==> src/rtl/prog_boot_loader.sv <==
// Boot/preload controller for the IITB-RISC core: streams words into instruction
// memory and the register file, then runs the core until it halts or times out.
module prog_boot_loader #(
  parameter int DATA_W      = 16,
  parameter int MEM_AW      = 6,
  parameter int NUM_REGS    = 7,
  parameter int HALT_CYCLES = 4,
  parameter int TIMEOUT     = 1024,
  parameter int RESET_PC    = 0
) (
  input  logic              clk,
  input  logic              rst_n,
  input  logic              start,
  input  logic              ld_valid,
  output logic              ld_ready,
  input  logic              ld_is_reg,
  input  logic [MEM_AW-1:0] ld_addr,
  input  logic [DATA_W-1:0] ld_data,
  input  logic              ld_last,
  output logic              mem_we,
  output logic [MEM_AW-1:0] mem_waddr,
  output logic [DATA_W-1:0] mem_wdata,
  output logic              reg_we,
  output logic [2:0]        reg_widx,
  output logic [DATA_W-1:0] reg_wdata,
  output logic              core_rst_n,
  output logic [DATA_W-1:0] pc_init,
  input  logic [DATA_W-1:0] core_pc,
  output logic              busy,
  output logic              halted,
  output logic              timeout,
  output logic              addr_err
);

  localparam int CNT_W = $clog2(TIMEOUT) + 1;
  localparam logic [CNT_W-1:0]  HALT_LIM = CNT_W'(HALT_CYCLES - 1);
  localparam logic [CNT_W-1:0]  TOUT_LIM = CNT_W'(TIMEOUT - 1);
  localparam logic [MEM_AW:0]   REG_LIM  = (MEM_AW + 1)'(NUM_REGS);

  typedef enum logic [2:0] {S_IDLE, S_LOAD, S_RUN, S_DONE, S_TOUT} state_t;

  state_t            r_state, w_state_next;
  logic              r_drain;
  logic              r_run_first;
  logic [DATA_W-1:0] r_prev_pc;
  logic [CNT_W-1:0]  r_stall_cnt, r_wd_cnt;
  logic [CNT_W-1:0]  w_stall_next;
  logic              w_accept, w_reg_ok, w_halt, w_tout, w_restart;

  assign pc_init   = DATA_W'(RESET_PC);
  assign w_accept  = ld_valid & ld_ready;
  assign w_reg_ok  = {1'b0, ld_addr} < REG_LIM;
  assign w_restart = start & (r_state inside {S_IDLE, S_DONE, S_TOUT});

  // The entry cycle only captures core_pc, so it never counts as a repeat.
  assign w_stall_next = (r_run_first || core_pc != r_prev_pc) ? '0 : r_stall_cnt + 1'b1;
  assign w_halt       = (r_state == S_RUN) && (w_stall_next == HALT_LIM);
  assign w_tout       = (r_state == S_RUN) && (r_wd_cnt == TOUT_LIM);

  // NOTE: every output of this block gets a default first, so no path can infer a latch.
  always_comb begin
    w_state_next = r_state;
    ld_ready     = 1'b0;
    core_rst_n   = 1'b0;
    busy         = 1'b0;
    case (r_state)
      S_IDLE: if (start) w_state_next = S_LOAD;
      S_LOAD: begin
        // The cycle after the last word is accepted carries its write; stop accepting.
        ld_ready = ~r_drain;
        busy     = 1'b1;
        if (r_drain) w_state_next = S_RUN;
      end
      S_RUN: begin
        core_rst_n = 1'b1;
        busy       = 1'b1;
        if (w_halt)      w_state_next = S_DONE;
        else if (w_tout) w_state_next = S_TOUT;
      end
      S_DONE, S_TOUT: if (start) w_state_next = S_LOAD;
      default: w_state_next = S_IDLE;
    endcase
  end

  // NOTE: sequential state uses non-blocking assignments so every register samples pre-edge values.
  always_ff @(posedge clk) begin
    if (!rst_n) begin
      r_state     <= S_IDLE;
      r_drain     <= 1'b0;
      r_run_first <= 1'b1;
      r_prev_pc   <= '0;
      r_stall_cnt <= '0;
      r_wd_cnt    <= '0;
      mem_we      <= 1'b0;
      mem_waddr   <= '0;
      mem_wdata   <= '0;
      reg_we      <= 1'b0;
      reg_widx    <= '0;
      reg_wdata   <= '0;
      halted      <= 1'b0;
      timeout     <= 1'b0;
      addr_err    <= 1'b0;
    end else begin
      r_state <= w_state_next;
      r_drain <= w_accept & ld_last;
      mem_we  <= w_accept & ~ld_is_reg;
      reg_we  <= w_accept & ld_is_reg & w_reg_ok;

      if (w_accept && !ld_is_reg) begin
        mem_waddr <= ld_addr;
        mem_wdata <= ld_data;
      end
      if (w_accept && ld_is_reg && w_reg_ok) begin
        reg_widx  <= ld_addr[2:0];
        reg_wdata <= ld_data;
      end

      if (w_restart) begin
        halted   <= 1'b0;
        timeout  <= 1'b0;
        addr_err <= 1'b0;
      end else begin
        if (w_accept && ld_is_reg && !w_reg_ok) addr_err <= 1'b1;
        if (w_halt)      halted  <= 1'b1;
        else if (w_tout) timeout <= 1'b1;
      end

      if (r_state == S_RUN) begin
        r_run_first <= 1'b0;
        r_prev_pc   <= core_pc;
        r_stall_cnt <= w_stall_next;
        r_wd_cnt    <= r_wd_cnt + 1'b1;
      end else begin
        r_run_first <= 1'b1;
        r_stall_cnt <= '0;
        r_wd_cnt    <= '0;
      end
    end
  end

endmodule

==> config.mk <==
export PLATFORM = sky130hd
export DESIGN_NAME = prog_boot_loader
export DESIGN_NICKNAME = d
export VERILOG_FILES = /design/src/rtl/prog_boot_loader.sv
export SDC_FILE = /design/constraint.sdc
export NUM_CORES = 1
export LEC_CHECK = 0
export BUFFER_PORTS_ARGS = -buffer_cell sky130_fd_sc_hd__buf_2
export CAP_MARGIN = 15
export CORE_MARGIN = 8
export CORE_UTILIZATION = 51
export CTS_CLUSTER_SIZE = 40
export DETAILED_ROUTE_END_ITERATION = 12
export PLACE_DENSITY = 0.89
export SLEW_MARGIN = 10
export SYNTH_ARGS = -nofsm -noshare
export SYNTH_HDL_FRONTEND = slang
export SYNTH_SLANG_ARGS = --single-unit
==> constraint.sdc <==
create_clock -name clk -period 2.5 [get_ports clk]
set_clock_uncertainty 0.05 [all_clocks]
set_input_delay 0.375 -clock clk [delete_from_list [all_inputs] [get_ports clk]]
set_output_delay 0.375 -clock clk [all_outputs]
set_load 0.01 [all_outputs]
### After elaboration in Yosys (flattened, before gate mapping)

Cells that the tools add are included.

| word-level totals | value |
|---|---|
| flip-flop bits (word level) | 89 |
| input port bits | 44 |

| operators by class | value |
|---|---|
| eq/ne operators | 10 |
| bitwise operators | 10 |
| magnitude comparators | 1 |
| reductions and logical operators | 17 |
| add/sub/neg operators | 2 |
| multiplexer cells | 10 |

Operator list:

| kind | count |
|---|---|
| 11-bit by 1-bit adder with 11-bit output (second input constant) | 2 |
| 16-bit != test | 1 |
| 3-bit 2-to-1 mux | 4 |
| 11-bit by 10-bit == test with 1-bit output (second input constant) | 1 |
| 11-bit by 2-bit == test with 1-bit output (second input constant) | 1 |
| 11-bit 2-to-1 mux | 1 |
| 3-bit case mux with 3 select lines | 1 |
| 1-bit AND | 6 |
| 3-bit by 2-bit == test with 1-bit output (second input constant) | 2 |
| 1-bit logical AND | 6 |
| 6-bit by 3-bit < comparator with 1-bit output (second input constant) | 1 |
| 1-bit 2-to-1 mux | 4 |
| 1-bit NOT | 4 |
| 2-bit AND reduction | 2 |
| 2-bit OR reduction | 2 |
| 3-bit by 1-bit == test with 1-bit output (second input constant) | 1 |
| 3-bit == test (second input constant) | 1 |
| 3-bit zero test | 1 |
| 3-bit != test (second input constant) | 1 |
| 3-bit AND reduction | 1 |
| 3-bit nonzero test | 1 |
| 3-bit OR reduction | 1 |
| 1-bit zero test | 2 |
| 2-bit by 1-bit != test with 1-bit output (second input constant) | 1 |
| 2 further kinds | 2 |

### Logic depth before layout (Yosys ltp)

Gate-level depths: netlist (run 1).

| logic depth | value |
|---|---|
| depth in word-level cells | 7 |
| mapped depth | 8 |

### Worst setup path before layout (run 1)

No wires, ideal clock.

| timing path | value |
|---|---|
| kind | reg2reg |
| start | register r_stall_cnt[0] |
| end | register timeout |
| period minus slack after synthesis | 2,153 ps |
| data required time | 2,328 ps |
| cell stages (with the launch flop) | 7 |
| setup slack | 347 ps |
| setup time | 122 ps |
| data arrival time | 1,981 ps |
| path through | dfxtp_1 -> ha_1 -> or3_1 -> a211o_1 -> a2111oi_4 -> nor2b_1 -> a221o_1 |

| between the ends | value |
|---|---|
| cells in the longest elaborated chain, start to end | 6 |

Ends and longest elaborated chain:

| element | RTL line | text |
|---|---|---|
| start, declared | 46 | `logic [CNT_W-1:0] r_stall_cnt, r_wd_cnt;` |
| start signal, assigned | 131 | `r_stall_cnt <= w_stall_next;` |
| 11-bit by 1-bit adder with 11-bit output | 56 | `assign w_stall_next = (r_run_first \|\| core_pc != r_prev_pc) ? '0 : r_stall_cnt + 1'b1;` |
| 11-bit 2-to-1 mux | 56 |  |
| 11-bit by 2-bit == test with 1-bit output | 57 | `assign w_halt = (r_state == S_RUN) && (w_stall_next == HALT_LIM);` |
| 1-bit logical AND | 57 |  |
| 1-bit NOT (no source line) | -- |  |
| 2-bit AND reduction (no source line) | -- |  |
| end signal, assigned | 101 | `timeout <= 1'b0;` |
| end signal, assigned | 120 | `timeout <= 1'b0;` |
| end signal, assigned | 125 | `else if (w_tout) timeout <= 1'b1;` |
| end, declared | 31 | `output logic timeout,` |

Every way passes these cells.
A chain may end at the register's enable or synchronous reset.

### Worst setup path after layout (run 1)

Same ends and word-level chain as after synthesis.

==> summary.txt, run 1 <==
Run status
  • Status: completed

Die
  • Standard-cell row count: 31
  • Placeable Area: around 7100 µm²
  • Initial Utilization: 51.75%
  • Die boundary height: 101.1 µm
  • Die area: approximately 10000 µm²
  • IO Pins: roughly 110
  • Die span in x: 101.1 µm

Worst setup path
  • Critical path startpoint: r_stall_cnt[0]$_SDFF_PN0_
  • Data arrival at the endpoint of the critical path: 2.47 ns
  • Cell with the largest stage delay on the worst path: sky130_fd_sc_hd__a2111oi_4
  • Reg-to-reg slack, setup: 0.23 ns
  • CP max stage delay: ~0.44 ns
  • Highest net fanout along the worst path: 4
  • Kind of capture point of the worst setup path: register
  • Startpoint of the worst-slack reg-to-reg timing path: r_stall_cnt[0]$_SDFF_PN0_
  • Worst Path Class, Setup: register to register
  • Critical Path RT: 2.70 ns
  • Reg2Reg Capture Point: timeout$_SDFFE_PP0P_
  • List of cells traversed by the critical path: ha_1 -> or3_1 -> a211o_1 -> a2111oi_4 -> nor2b_1 -> a221o_1
  • Startpoint kind of the worst setup timing path: register
  • Worst-case reg-to-reg path depth: 6
  • Worst Setup EP: timeout$_SDFFE_PP0P_

Placed design
  • Routability congestion estimate: 0.8501
  • DPL Wire Length: 6626 µm
  • DP Worst Slack: about 0.24 ns
  • Count of buffers from port buffering: 92
  • Post-place instance area: approximately 4200 µm²

Synth
  • Syn Inst Count: 431
  • Sequential area share after synthesis: between 40% and 50%
  • Cell area after synthesis: 3694 µm²
  • Post-synthesis cell type count: 38
  • Synthesized area per cell: roughly 8.6 µm²
  • Post-synthesis register bit count: 89
  • Count of yosys warnings during synthesis: 0

Run
  • Max cap viols: 0

Global route
  • Wire length of the first global-routing pass: 14160 µm
  • Grt ovf: 0
  • Maximum number of pins on one net before global-route repair: between 40 and 50
  • Via count of the first global-routing pass: 3184
  • Global router's overall resource usage: 17.10%
  • Antenna violations before repair: 0

Pwr
  • Worst VDD drop: between 400 and 500 µV
  • Share of power burned in the clock network: a little under two fifths
  • Part of the power in combinational logic: slightly below 7%
  • Internal power contribution: 1.965 mW
  • Flop pwr share: 55.8%
  • Switching part of the total: 24.06%
  • Leak Pwr: 1.759 nW
  • Post-layout total power: 2.587 mW
  • Total power density per cell area: around 600 nW/µm²
  • Switching pwr: 622.4 µW

Clock tree
  • Hold_buf cts: 0
  • Skew-Pair Late Insertion Delay: 0.35 ns
  • Number of H-tree levels: 3
  • Clock transition time at the flip-flop clock pins of the worst setup and hold paths: 0.09 ns
  • TritonCTS clock tree: yes
  • Postcts setup bufs: 0
  • Number of instances resized during post-cts repair: 0
  • Number of buffers added by the clock tree synthesis step: 9
  • Clock sink count: 89
  • Clk buf depth: 2
  • Clock root buffer: sky130_fd_sc_hd__clkbuf_8

Finish
  • Most common cell after layout, fill and taps aside: sky130_fd_sc_hd__buf_2
  • Share of cells above drive strength 1: 22.81%
  • Area of all sequential standard cells: 1782 µm²
  • Final Net Count: about 570
  • Multi-input gate area: 1743 µm²
  • # fillers: 624
  • Most frequent cells in the layout: sky130_fd_sc_hd__buf_2, sky130_fd_sc_hd__dfxtp_1, sky130_fd_sc_hd__nand2_1
  • Final Instance Area: between 4000 and 5000 µm²
  • Antenna cells: 0
  • Signed area change from the synthesized netlist to the final layout: 18.77%

Route
  • Routed WL: 8824 µm
  • Overall via count from detail_route: 3148
  • DRC violation total after the first TritonRoute iteration: 70
  • Vias per cell: between 5 and 6
  • Number of nets with antenna violations after detailed routing: 0
  • Final routed DRC violation total: 0
  • DR top layer: met4
  • Routed met2 length: between 4000 and 5000 µm
  • First-pass DRT Iterations: 4
  • Routed length per instance: 14.12 µm
  • Routed length on met1: 3587 µm
  • Met3 WL post-DR: 914 µm

STA
  • Max Slew Vio Count: 0
  • Min Tclk post-route: 2.267 ns
  • Setup slack after layout: 0.2326 ns
  • Aggregate negative setup slack: 0 ns
  • Number of hold violations in the final report: 0
  • Worst slew margin: 57.15%
  • Finish-stage setup viols: 0
  • Unrepaired setup endpoints after global routing: no
  • Final-layout worst hold slack: 0.2113 ns
  • Achievable frequency: ~440 MHz
  • Portion of the clock cycle consumed by the worst path in the final layout: 90.69%
  • Slew @ Worst Pin: approximately 0.63 ns

Min path
  • Worst hold-check path type: input pin to register
stage by stage:
step                cells  utilization [%]
floorplan             446                -
global placement      609            58.73
detailed placement    609            58.73
CTS                   625            61.47
global route          625            61.47
finish                625            61.47
synthesized netlist by cell type:
master | number | share of area [%]
sky130_fd_sc_hd__dfxtp_1 | 89 | 48
sky130_fd_sc_hd__nand2_1 | 88 | 8.9
sky130_fd_sc_hd__nor2_1 | 47 | 4.8
sky130_fd_sc_hd__a21oi_1 | 42 | 5.7
sky130_fd_sc_hd__xnor2_1 | 24 | 5.7
sky130_fd_sc_hd__mux2i_1 | 19 | 5.1
sky130_fd_sc_hd__buf_4 | 17 | 3.5
sky130_fd_sc_hd__clkbuf_1 | 17 | 1.7
sky130_fd_sc_hd__nand3_1 | 16 | 2.2
sky130_fd_sc_hd__xor2_1 | 10 | 2.4
sky130_fd_sc_hd__o21ai_0 | 9 | 1.2
sky130_fd_sc_hd__nand4_1 | 7 | 1.2
sky130_fd_sc_hd__and3_1 | 6 | 1.0
sky130_fd_sc_hd__inv_1 | 5 | 0.51
sky130_fd_sc_hd__nor2b_1 | 4 | 0.68
sky130_fd_sc_hd__a31oi_1 | 3 | 0.51
sky130_fd_sc_hd__nor3_1 | 3 | 0.41
sky130_fd_sc_hd__a21o_1 | 2 | 0.41
sky130_fd_sc_hd__ha_1 | 2 | 0.68
sky130_fd_sc_hd__nor4_1 | 2 | 0.34
sky130_fd_sc_hd__or3_1 | 2 | 0.34
sky130_fd_sc_hd__a2111oi_0 | 1 | 0.24
sky130_fd_sc_hd__a2111oi_4 | 1 | 0.75
sky130_fd_sc_hd__a211o_1 | 1 | 0.24
sky130_fd_sc_hd__a211oi_1 | 1 | 0.20
sky130_fd_sc_hd__a221o_1 | 1 | 0.27
sky130_fd_sc_hd__a311oi_1 | 1 | 0.24
sky130_fd_sc_hd__and3_2 | 1 | 0.20
sky130_fd_sc_hd__and4_1 | 1 | 0.24
sky130_fd_sc_hd__buf_2 | 1 | 0.14
sky130_fd_sc_hd__buf_6 | 1 | 0.30
sky130_fd_sc_hd__clkinv_1 | 1 | 0.10
sky130_fd_sc_hd__conb_1 | 1 | 0.10
sky130_fd_sc_hd__nand3b_1 | 1 | 0.20
sky130_fd_sc_hd__nand4b_1 | 1 | 0.24
sky130_fd_sc_hd__nor4b_4 | 1 | 0.64
sky130_fd_sc_hd__o31ai_1 | 1 | 0.20
sky130_fd_sc_hd__or4_1 | 1 | 0.20
state kept, by name, indices dropped and copies added, names as in the netlist:
| signal | count |
|---|---|
| addr_err | 1 |
| mem_we | 1 |
| reg_wdata | 16 |
| reg_widx | 3 |
| r_drain | 1 |
| timeout | 1 |
| r_wd_cnt | 11 |
| r_run_first | 1 |
| r_prev_pc | 16 |
| mem_waddr | 6 |
| reg_we | 1 |
| mem_wdata | 16 |
| r_stall_cnt | 11 |
| r_state | 3 |
| halted | 1 |
power groups by stage:
| stage | combinational (mW) | clock, mW | sequential [mW] |
|---|---|---|---|
| 2_1_floorplan | 0.108 | 0 | 1.48 |
| 3_3_place_gp | 0.175 | 0 | 1.48 |
| 3_5_place_dp | 0.179 | 0 | 1.48 |
| 4_1_cts | 0.179 | 0.988 | 1.44 |
| 5_1_grt | 0.197 | 1.05 | 1.45 |
| 6_report | 0.179 | 0.965 | 1.44 |
cells by family after synthesis:
| kind of cell | Yosys count | share of synthesized area, % |
|---|---|---|
| AO/OA/AOI/OAI | 63 | 9.960 |
| XOR/XNOR | 34 | 8.062 |
| adder cells (fa/ha/maj) | 2 | 0.6774 |
| buffers and inverters | 42 | 6.233 |
| flip-flops | 89 | 48.24 |
| multiplexers | 19 | 5.149 |
| other | 1 | 0.1015 |
| AND/OR/NAND/NOR | 181 | 21.58 |
metal layers:
layer,GRT usage [%],up-vias
met5,0,-
met4,6.873,0
met3,7.459,10
met2,29.30,98
met1,17.98,1459
li1,-,1581
area by class of cell:
cell class	count	area share, %
clock buffers	9	2.824
clock inverters	7	1.626
inverters	6	0.5134
multi-input cells	315	39.73
flip-flops and latches	89	40.62
well taps	99	2.824
repair buffers	100	11.87
worst max-delay path: cells and delay by family (launching register included):
kind | cells | cell delay (ns)
adder cells (fa/ha/maj) | 1 | 0.26
AO/OA/AOI/OAI | 3 | 1.03
AND/OR/NAND/NOR | 2 | 0.47
flip-flops | 1 | 0.36
worst min-delay path by stage:
| stage | end | from | slack (ns) | depth (start not counted) |
|---|---|---|---|---|
| after global placement | halted$_SDFFE_PP0P_ | halted$_SDFFE_PP0P_ | 0.39 | 2 |
| final | r_drain$_SDFF_PN0_ | ld_last | 0.21 | 2 |
| after CTS | mem_wdata[14]$_SDFFE_PN0P_ | ld_data[14] | 0.19 | 3 |
| after global routing | mem_wdata[14]$_SDFFE_PN0P_ | ld_data[14] | 0.20 | 3 |
| after detailed placement | halted$_SDFFE_PP0P_ | halted$_SDFFE_PP0P_ | 0.39 | 2 |
| after floorplan | r_wd_cnt[0]$_SDFF_PN0_ | r_wd_cnt[0]$_SDFF_PN0_ | 0.39 | 1 |
Note: power is estimated with default switching activity, not from simulation.
==> run 2, diff against run 1 <==
--- a/config.mk
+++ b/config.mk
@@ -12,6 +12,7 @@
 export CTS_CLUSTER_SIZE = 40
 export DETAILED_ROUTE_END_ITERATION = 12
 export PLACE_DENSITY = 0.89
+export RECOVER_POWER = 50
 export SLEW_MARGIN = 10
 export SYNTH_ARGS = -nofsm -noshare
 export SYNTH_HDL_FRONTEND = slang
==> summary.txt, run 2 (synthesized netlist as in run 1, its figures left out) <==
Run status
  • Status: completed (unchanged)

Global route
  • Global router's overall resource usage: 17.10% (unchanged)
  • Antenna violations before repair: 0 (unchanged)
  • Via count of the first global-routing pass: 3184 (unchanged)
  • Wire length of the first global-routing pass: 14160 µm (unchanged)
  • Grt ovf: 0 (unchanged)
  • Maximum number of pins on one net before global-route repair: 43 (unchanged)

Finish
  • Registers with the most flip-flops: mem_wdata x16, r_prev_pc x16, reg_wdata x16 (unchanged)
  • Antenna cells: 0 (unchanged)
  • Filler-free cell count of the finished design: 625 (unchanged)
  • Signed area change from the synthesized netlist to the final layout: 16.70% (was 18.77%)
  • Share of cells above drive strength 1: 13.69% (was 22.81%)
  • # fillers: 649 (was 624)
  • Final Instance Area: 4310 µm² (was 4387 µm²)
  • Final Core Density: 60.40% (was 61.47%)
  • Most common cell after layout, fill and taps aside: sky130_fd_sc_hd__dfxtp_1 (was sky130_fd_sc_hd__buf_2)
  • Most frequent cells in the layout: sky130_fd_sc_hd__dfxtp_1, sky130_fd_sc_hd__nand2_1, sky130_fd_sc_hd__nor2_1, sky130_fd_sc_hd__clkbuf_1, sky130_fd_sc_hd__buf_2 (was sky130_fd_sc_hd__buf_2, sky130_fd_sc_hd__dfxtp_1, sky130_fd_sc_hd__nand2_1)
  • Final Net Count: 567 (unchanged)

Route
  • First-pass DRT Iterations: 4 (unchanged)
  • Vias per cell: 5.070 (was 5.037)
  • Final routed DRC violation total: 0 (unchanged)
  • Number of nets with antenna violations after detailed routing: 0 (unchanged)
  • Overall via count from detail_route: 3169 (was 3148)
  • Routed length per instance: 14.03 µm (was 14.12 µm)
  • DRC violation total after the first TritonRoute iteration: 66 (was 70)
  • Routed WL: 8771 µm (was 8824 µm)

Die
  • Die span in x: 101.1 µm (unchanged)
  • IO Pins: 109 (unchanged)
  • Die boundary height: 101.1 µm (unchanged)
  • Initial Utilization: 51.75% (unchanged)
  • Placeable Area: 7137 µm² (unchanged)
  • Die area: 10220 µm² (unchanged)
  • Standard-cell row count: 31 (unchanged)

Clock tree
  • Clk buf depth: 2 (unchanged)
  • Number of buffers added by the clock tree synthesis step: 9 (unchanged)
  • Postcts setup bufs: 0 (unchanged)
  • Clock root buffer: sky130_fd_sc_hd__clkbuf_8 (unchanged)
  • Hold_buf cts: 0 (unchanged)
  • Number of instances resized during post-cts repair: 0 (unchanged)
  • TritonCTS clock tree: yes (unchanged)
  • Number of H-tree levels: 3 (unchanged)
  • Clock sink count: 89 (unchanged)
  • Clock transition time at the flip-flop clock pins of the worst setup and hold paths: 0.09 ns (about the same)
  • Skew-Pair Late Insertion Delay: 0.35 ns (about the same)

Placed design
  • DPL Wire Length: 6626 µm (unchanged)
  • Count of buffers from port buffering: 92 (unchanged)
  • Cell Count Post-Placement: 609 (unchanged)
  • DP Worst Slack: 0.2353 ns (unchanged)
  • Post-place instance area: 4192 µm² (unchanged)
  • Routability congestion estimate: 0.8501 (unchanged)

STA
  • Final-layout worst hold slack: 0.2155 ns (was 0.2113 ns)
  • Achievable frequency: 440.3 MHz (was 441.0 MHz)
  • Finish-stage setup viols: 0 (unchanged)
  • Worst slew margin: 57.72% (was 57.15%)
  • Number of hold violations in the final report: 0 (unchanged)
  • Max Slew Vio Count: 0 (unchanged)
  • Slew @ Worst Pin: 0.6182 ns (was 0.6266 ns)
  • Min Tclk post-route: 2.271 ns (was 2.267 ns)
  • Portion of the clock cycle consumed by the worst path in the final layout: 90.84% (was 90.69%)
  • Unrepaired setup endpoints after global routing: no (unchanged)
  • Aggregate negative setup slack: 0 ns (unchanged)
  • Setup slack after layout: 0.2289 ns (was 0.2326 ns)

Pwr
  • Share of power burned in the clock network: 37.3% (about the same)
  • Worst VDD drop: 422.7 µV (was 437.8 µV)
  • Post-layout total power: 2.576 mW (was 2.587 mW)
  • Flop pwr share: 56.0% (was 55.8%)
  • Internal power contribution: 1.959 mW (was 1.965 mW)
  • Switching pwr: 616.8 µW (was 622.4 µW)
  • Switching part of the total: 23.95% (was 24.06%)
  • Leak Pwr: 1.549 nW (was 1.759 nW)
  • Part of the power in combinational logic: 6.7% (was 6.9%)
  • Total power density per cell area: 597.5 nW/µm² (was 589.7 nW/µm²)

Worst setup path
  • Worst Path Buf+Inv: 0 (unchanged)
  • Kind of cell adding the most delay to the critical path: compound AO/OA/AOI/OAI gates (unchanged)
  • Highest net fanout along the worst path: 4 (unchanged)
  • Critical Path RT: 2.69 ns (was 2.70 ns)
  • Reg2Reg Capture Point: timeout$_SDFFE_PP0P_ (unchanged)
  • Reg-to-reg slack, setup: 0.23 ns (about the same)
  • List of cells traversed by the critical path: ha_1 -> or3_1 -> a211o_1 -> a2111oi_4 -> nor2b_1 -> a221o_1 (unchanged)
  • Worst-case reg-to-reg path depth: 6 (unchanged)
  • CP max stage delay: 0.44 ns (about the same)
  • Kind of capture point of the worst setup path: register (unchanged)
  • Startpoint kind of the worst setup timing path: register (unchanged)
  • Cell with the largest stage delay on the worst path: sky130_fd_sc_hd__a2111oi_4 (unchanged)
  • Worst Path Class, Setup: register to register (unchanged)
  • Startpoint of the worst-slack reg-to-reg timing path: r_stall_cnt[0]$_SDFF_PN0_ (unchanged)
  • Data arrival at the endpoint of the critical path: 2.46 ns (was 2.47 ns)

Min path
  • Min-delay src: ld_last (unchanged)
  • Worst hold-check path type: input pin to register (unchanged)
  • Count of cells along the worst hold path: 2 (unchanged)
  • Worst hold endpoint: r_drain$_SDFF_PN0_ (unchanged)

Run
  • Max cap viols: 0 (unchanged)
## run 2: changes by cell type in the layout (fill, tap and decap cells not counted), sizes merged
cell	before	now
buf	100	53
clkbuf	9	56
## run 2: layout make-up
type                            instances  area [µm²]  area share [%]
Multi-Input combinational cell        315        1728           40.09
Clock inverter                          7       71.32           1.655
Timing Repair Buffer                  100       459.2           10.65
Clock buffer                            9       123.9           2.874
Sequential cell                        89        1782           41.34
Tap cell                               99       123.9           2.874
Inverter                                6       22.52          0.5225
## run 2: power groups by stage
stage / Combinational, mW / Clock (mW) / Sequential (mW)
global route: 0.191 / 1.05 / 1.45
global placement: 0.175 / 0 / 1.48
detailed placement: 0.179 / 0 / 1.48
floorplan: 0.108 / 0 / 1.48
CTS: 0.179 / 0.988 / 1.44
finish: 0.173 / 0.960 / 1.44
## run 2: routing by layer
metal | wire length [µm] | global-route usage [%]
met3 | 846 | 7.459
met4 | 82 | 6.873
met1 | 3546 | 17.98
met2 | 4296 | 29.30
met5 | 0 | 0
## run 2: how the worst max path moves through the flow
| stage | start | to | depth (start not counted) |
|---|---|---|---|
| 2_1_floorplan | r_stall_cnt[0]$_SDFF_PN0_ | timeout$_SDFFE_PP0P_ | 6 |
| 6_report | r_stall_cnt[0]$_SDFF_PN0_ | timeout$_SDFFE_PP0P_ | 6 |
| 5_1_grt | r_stall_cnt[0]$_SDFF_PN0_ | timeout$_SDFFE_PP0P_ | 6 |
| 3_3_place_gp | r_stall_cnt[0]$_SDFF_PN0_ | timeout$_SDFFE_PP0P_ | 6 |
| 4_1_cts | r_stall_cnt[0]$_SDFF_PN0_ | timeout$_SDFFE_PP0P_ | 6 |
| 3_5_place_dp | r_stall_cnt[0]$_SDFF_PN0_ | timeout$_SDFFE_PP0P_ | 6 |
